--- src/rtl/load_store_unit.sv ---
// Load/store responder: accepts one request from the control unit and runs a single
// Wishbone-classic cycle with byte-lane steering, load extension, misalignment and timeout handling.
module load_store_unit #(
  parameter int TIMEOUT_CYCLES = 255,
  parameter int ADDR_WIDTH     = 32
) (
  input  logic                  clk,
  input  logic                  rst,
  input  logic                  cyc,
  input  logic [1:0]            memory_operation,
  input  logic [2:0]            funct3,
  input  logic [ADDR_WIDTH-1:0] address,
  input  logic [31:0]           store_data,
  output logic                  ack,
  output logic                  data_valid,
  output logic [31:0]           load_data,
  output logic                  misaligned_err,
  output logic                  bus_err,
  output logic                  wb_cyc_o,
  output logic                  wb_stb_o,
  output logic                  wb_we_o,
  output logic [ADDR_WIDTH-1:0] wb_adr_o,
  output logic [31:0]           wb_dat_o,
  output logic [3:0]            wb_sel_o,
  input  logic [31:0]           wb_dat_i,
  input  logic                  wb_ack_i
);

  localparam logic [1:0] MEM_NONE   = 2'd0;
  localparam logic [1:0] LOAD_DATA  = 2'd1;
  localparam logic [1:0] STORE_DATA = 2'd2;

  localparam int CW = (TIMEOUT_CYCLES > 0) ? $clog2(TIMEOUT_CYCLES + 1) : 1;
  localparam logic [CW-1:0] TO_LIMIT = CW'(TIMEOUT_CYCLES);

  typedef enum logic [2:0] {IDLE, BUS, LD_DONE, HOLD, ERR} state_t;

  state_t          state_q, state_d;
  logic            is_load_q, is_load_d;
  logic [2:0]      funct3_q, funct3_d;
  logic [1:0]      lane_q, lane_d;
  logic [31:0]     rdata_q, rdata_d;
  logic [CW-1:0]   cnt_q, cnt_d;

  logic            ack_d, data_valid_d, misaligned_err_d, bus_err_d;
  logic            bus_d, we_d;
  logic [31:0]     load_data_d, dat_d;
  logic [ADDR_WIDTH-1:0] adr_d;
  logic [3:0]      sel_d;

  logic            req_valid, req_load, f3_legal, misaligned, timeout_hit;
  logic [31:0]     store_repl;
  logic [3:0]      sel_req;

  function automatic logic [31:0] extend(input logic [31:0] w, input logic [2:0] f3,
                                         input logic [1:0] lane);
    logic [7:0]  b;
    logic [15:0] h;
    case (lane)
      2'd0:    b = w[7:0];
      2'd1:    b = w[15:8];
      2'd2:    b = w[23:16];
      default: b = w[31:24];
    endcase
    h = lane[1] ? w[31:16] : w[15:0];
    case (f3)
      3'b000:  extend = {{24{b[7]}}, b};
      3'b001:  extend = {{16{h[15]}}, h};
      3'b100:  extend = {24'd0, b};
      3'b101:  extend = {16'd0, h};
      default: extend = w;
    endcase
  endfunction

  // Decode of the incoming request; only consulted in IDLE.
  always_comb begin
    req_valid = cyc && (memory_operation == LOAD_DATA || memory_operation == STORE_DATA);
    req_load  = (memory_operation == LOAD_DATA);
    if (req_load)
      f3_legal = funct3 inside {3'b000, 3'b001, 3'b010, 3'b100, 3'b101};
    else
      f3_legal = funct3 inside {3'b000, 3'b001, 3'b010};
    misaligned = (funct3[1:0] == 2'b01 && address[0]) ||
                 (funct3[1:0] == 2'b10 && address[1:0] != 2'b00);
    case (funct3[1:0])
      2'b00: begin
        store_repl = {4{store_data[7:0]}};
        sel_req    = 4'b0001 << address[1:0];
      end
      2'b01: begin
        store_repl = {2{store_data[15:0]}};
        sel_req    = address[1] ? 4'b1100 : 4'b0011;
      end
      default: begin
        store_repl = store_data;
        sel_req    = 4'b1111;
      end
    endcase
    timeout_hit = (TIMEOUT_CYCLES != 0) && (cnt_q + CW'(1) == TO_LIMIT);
  end

  always_comb begin
    state_d          = state_q;
    is_load_d        = is_load_q;
    funct3_d         = funct3_q;
    lane_d           = lane_q;
    rdata_d          = rdata_q;
    cnt_d            = cnt_q;
    ack_d            = ack;
    data_valid_d     = 1'b0;
    misaligned_err_d = 1'b0;
    bus_err_d        = 1'b0;
    load_data_d      = load_data;
    bus_d            = wb_cyc_o;
    we_d             = wb_we_o;
    adr_d            = wb_adr_o;
    dat_d            = wb_dat_o;
    sel_d            = wb_sel_o;
    case (state_q)
      IDLE: begin
        if (req_valid) begin
          is_load_d = req_load;
          funct3_d  = funct3;
          lane_d    = address[1:0];
          cnt_d     = '0;
          if (misaligned || !f3_legal) begin
            state_d          = ERR;
            misaligned_err_d = 1'b1;
            ack_d            = 1'b1;
            load_data_d      = '0;
          end else begin
            state_d = BUS;
            bus_d   = 1'b1;
            we_d    = !req_load;
            adr_d   = {address[ADDR_WIDTH-1:2], 2'b00};
            dat_d   = store_repl;
            sel_d   = sel_req;
            ack_d   = req_load;
          end
        end
      end
      BUS: begin
        if (wb_ack_i) begin
          bus_d   = 1'b0;
          we_d    = 1'b0;
          rdata_d = wb_dat_i;
          ack_d   = 1'b1;
          state_d = is_load_q ? LD_DONE : HOLD;
        end else if (timeout_hit) begin
          // An abandoned access completes with a zero result so the requester never stalls.
          bus_d       = 1'b0;
          we_d        = 1'b0;
          bus_err_d   = 1'b1;
          ack_d       = 1'b1;
          load_data_d = '0;
          state_d     = HOLD;
        end else begin
          cnt_d = cnt_q + CW'(1);
        end
      end
      LD_DONE: begin
        if (!cyc) begin
          data_valid_d = 1'b1;
          load_data_d  = extend(rdata_q, funct3_q, lane_q);
          ack_d        = 1'b0;
          state_d      = IDLE;
        end
      end
      HOLD, ERR: begin
        if (!cyc) begin
          ack_d        = 1'b0;
          data_valid_d = is_load_q;
          state_d      = IDLE;
        end
      end
      default: state_d = IDLE;
    endcase
  end

  always_ff @(posedge clk or negedge rst) begin
    if (!rst) begin
      state_q        <= IDLE;
      is_load_q      <= 1'b0;
      funct3_q       <= '0;
      lane_q         <= '0;
      rdata_q        <= '0;
      cnt_q          <= '0;
      ack            <= 1'b0;
      data_valid     <= 1'b0;
      load_data      <= '0;
      misaligned_err <= 1'b0;
      bus_err        <= 1'b0;
      wb_cyc_o       <= 1'b0;
      wb_we_o        <= 1'b0;
      wb_adr_o       <= '0;
      wb_dat_o       <= '0;
      wb_sel_o       <= '0;
    end else begin
      state_q        <= state_d;
      is_load_q      <= is_load_d;
      funct3_q       <= funct3_d;
      lane_q         <= lane_d;
      rdata_q        <= rdata_d;
      cnt_q          <= cnt_d;
      ack            <= ack_d;
      data_valid     <= data_valid_d;
      load_data      <= load_data_d;
      misaligned_err <= misaligned_err_d;
      bus_err        <= bus_err_d;
      wb_cyc_o       <= bus_d;
      wb_we_o        <= we_d;
      wb_adr_o       <= adr_d;
      wb_dat_o       <= dat_d;
      wb_sel_o       <= sel_d;
    end
  end

  assign wb_stb_o = wb_cyc_o;

endmodule
--- config.mk ---
export PLATFORM = sky130hd
export DESIGN_NAME = load_store_unit
export DESIGN_NICKNAME = d
export VERILOG_FILES = /design/src/rtl/load_store_unit.sv
export SDC_FILE = /design/constraint.sdc
export NUM_CORES = 1
export LEC_CHECK = 0
export CAP_MARGIN = 20
export CORE_MARGIN = 2
export CORE_UTILIZATION = 49
export CTS_BUF_LIST = sky130_fd_sc_hd__clkbuf_4 sky130_fd_sc_hd__clkbuf_8
export DETAILED_ROUTE_END_ITERATION = 10
export PLACE_DENSITY_LB_ADDON = 0.12
export SLEW_MARGIN = 10
export SYNTH_ARGS = -nofsm -noshare
export SYNTH_HDL_FRONTEND = slang
export SYNTH_SLANG_ARGS = --single-unit
export TNS_END_PERCENT = 30
--- constraint.sdc ---
create_clock -name clk -period 3.35 [get_ports clk]
set_clock_uncertainty 0.2 [all_clocks]
set_input_delay 0.67 -clock clk [delete_from_list [all_inputs] [get_ports clk]]
set_output_delay 0.67 -clock clk [all_outputs]
set_load 0.005 [all_outputs]
==> results.json <==
{
  "cts_buffers": 17,
  "crit_family": "buffers and inverters",
  "die-area_sq_mm": 0.0156,
  "placed_area_sq_mm": 0.00947,
  "cts_tree": "done",
  "maxCapViolCount": 0,
  "yosysMostFrequentCell": "dfrtp_1",
  "tightest_slew_ns": 0.916,
  "arrival_ns": 2.83,
  "p_leak_nw": 4.31,
  "ios": 212,
  "grt_pass1_vias": 5960,
  "grt_usage_pct": 24.5,
  "cts.root.buffer_cell": "clkbuf_8",
  "crit_slowest_cell": "clkdlybuf4s50_1",
  "max-vdd-ir-drop_mv": 0.433,
  "worstHoldStart": "cnt_q[7]",
  "syn_area_sq_mm": 0.00718,
  "final.period_utilization_pct": 81.0,
  "setup_viol": 0,
  "rsz0062_at_grt": "no",
  "synthTopCellsByCount": "153 x dfrtp_1, 71 x mux2_2, 64 x nand2_1, 53 x o21ai_0, 42 x nor2_1",
  "htreeDepth": 4,
  "power_density_mw_per_mm2": 846,
  "cts.repair.resized": 0,
  "finalMaxSlewViolations": 0,
  "nets": 953,
  "pre_cts_slack_ns": 0.201,
  "finalNonFillerCells": 1042,
  "die_y_microns": 125,
  "routed_wl_microns": 18900,
  "clkTransAtPathRegs_ns": 0.08,
  "antenna_found_initial": 1,
  "hp-class": "flip-flop to flip-flop",
  "finalSetupTns_ns": 0,
  "synth_ff_type": "dfrtp_1",
  "rows": 44,
  "maxSlewHeadroom_pct": 38.7,
  "fin_area_sq_mm": 0.00991,
  "max_freq_mhz": 368,
  "syn_area_per_cell_sq_um": 11.2,
  "num_vias": 5693,
  "clock_sinks": 153,
  "synth.top_cells.by_area": "dfrtp_1 53%, mux2_2 11%, mux2i_1 5.0%, o21ai_0 3.7%, nand2_1 3.3%",
  "synth-edff-count": 0,
  "start_kind": "primary input",
  "n_antenna_cell": 0,
  "hold_violations": 0,
  "crit_path_max_incr_delay_ns": 0.45,
  "synth-seq-cells": 153,
  "synth_top_area_share_pct": 53.3,
  "grt_max_degree": 58,
  "criticalPathCategory": "primary input to flip-flop",
  "gp_congestion": 0.876,
  "fin_crit_ns": 2.71,
  "core_area_sq_mm": 0.0144,
  "clkLatencyLatePin_ns": 0.44,
  "startpoint": "memory_operation[1]",
  "grt_pass1_wl_microns": 30800,
  "cp_max_fo": 32,
  "vias_per_cell": 5.46,
  "first_pass_iters": 6,
  "postCtsSetupRepairBufs": 0,
  "synth.distinct_cells": 52,
  "area_delta_synth_final_pct": 38.1,
  "wl_per_cell_microns": 18.1,
  "drive_gt1_share_pct": 17.1,
  "drtIter0Drc": 430,
  "ys_warn_count": 0,
  "initial_utilization_pct": 49.8,
  "post-route-drc-count": 0,
  "placedCellCount": 1009,
  "fin_ws_ns": 0.636,
  "syn_inst": 642,
  "yosys.area.top_type": "dfrtp_1",
  "antenna_left": 0,
  "hold-worst-slack_ns": 0.280,
  "outcome": "finished, final reports clean",
  "crit_required_ns": 3.47,
  "io_buffers": 209,
  "synthArstFlopShare_pct": 100,
  "die-width_microns": 125,
  "overflow": 0,
  "clock_path_buffers": 2,
  "r2r-start": "cnt_q[1]",
  "crit_chain": "clkdlybuf4s50_1 > inv_1 > ha_1 > nor2b_1 > nand3_1 > a221oi_4 > buf_12 > mux2_2",
  "end_kind": "flip-flop",
  "dp_hpwl_microns": 13500,
  "yosysSeqAreaShare_pct": 53.3,
  "critPathBufInv": 3
}
==> area by class of cell <==
class                      count  area (sq um)
clock inverter                13           170
clock buffer                  19           255
inverter                      33           124
fill                        1087          4510
sequential                   153          3830
timing repair buffer         227          2280
multi-input combinational    413          3020
tap                          184           230
==> sequential cells by signal, summed over array words and instances (netlist names), 2 cells and up <==
register   count
cnt_q          8
funct3_q       3
lane_q         2
load_data     32
rdata_q       32
state_q        3
wb_adr_o      30
wb_dat_o      32
wb_sel_o       4
==> path summary, 6_finish.rpt <==
check	to	slack [ns]	cells past startpoint
worst max register to register	load_data[10]	0.78	7
worst min-delay path	cnt_q[7]	0.28	1
max in group asynchronous	load_data[3]	1.59	3
worst max-delay path	load_data[10]	0.64	8
min in group asynchronous	cnt_q[6]	0.57	2
worst min register to register	cnt_q[7]	0.28	1
==> cell usage in the layout, fill, tap and decap left out, drive strengths merged, types with 4 or more instances in the layout <==
cell type      netlist  layout
nor2b                4       4
inv                 33      35
nand2               65      65
clkinv               0       5
nand2b               4       4
dfrtp              153     153
o21ai               54      54
mux2                91      91
o221ai              10      10
nor2                43      43
a221oi               8       8
mux2i               36      36
clkbuf              22      19
and3                 4       4
a21oi               40      40
nand3                4       4
a31oi               14      14
clkdlybuf4s50        0     208
buf                 22      18
==> metal layers <==
| layer | up-vias | global-route usage (%) | share of wire [%] |
|---|---|---|---|
| met5 | - | 0 | 0.069 |
| met2 | 217 | 40.2 | 49 |
| li1 | 2641 | - | - |
| met3 | 21 | 9.63 | 8.1 |
| met1 | 2812 | 30.7 | 42 |
| met4 | 2 | 6.08 | 1.0 |
==> worst reg2reg max path, stage by stage (launching register included) <==
cell	delay [ns]
dfrtp_1	0.42
ha_1	0.25
xor2_1	0.17
and4_1	0.30
nand2_2	0.13
a221oi_4	0.32
buf_12	0.28
mux2_2	0.37
==> per-stage QoR <==
| stage | util [%] | total power, mW |
|---|---|---|
| 2_1_floorplan | - | 5.03 |
| 3_3_place_gp | 65.7 | 6.79 |
| 3_5_place_dp | 65.7 | 6.89 |
| 4_1_cts | 68.7 | 8.42 |
| 5_1_grt | 68.7 | 8.91 |
| 6_report | 68.7 | 8.38 |
==> logic make-up (layout without fill, tap and decap cells) <==
group / Yosys count / count (layout) / share of synthesized area (%)
compound gates: 142 / 142 / 12.2
buf+inv: 77 / 292 / 4.81
xor+xnor: 2 / 2 / 0.506
fa+ha+maj: 3 / 3 / 0.523
simple gates: 136 / 136 / 8.24
mux: 128 / 128 / 20.3
other cells: 1 / 2 / 0.0522
flops: 153 / 153 / 53.3
==> power breakdown <==
group	internal [mW]	switching (mW)	leakage [nW]
logic	2.07	1.57	2.16
clock network	0.773	0.716	0.206
registers	2.66	0.593	1.94
total	5.51	2.87	4.31
==> repair_timing <==
item / in CTS / in global routing
hold buffers: 1 / 0
endpoints found under the hold margin: 18 / 0
setup endpoints to repair: 0 / 0
(Power assumes the default switching activity.)
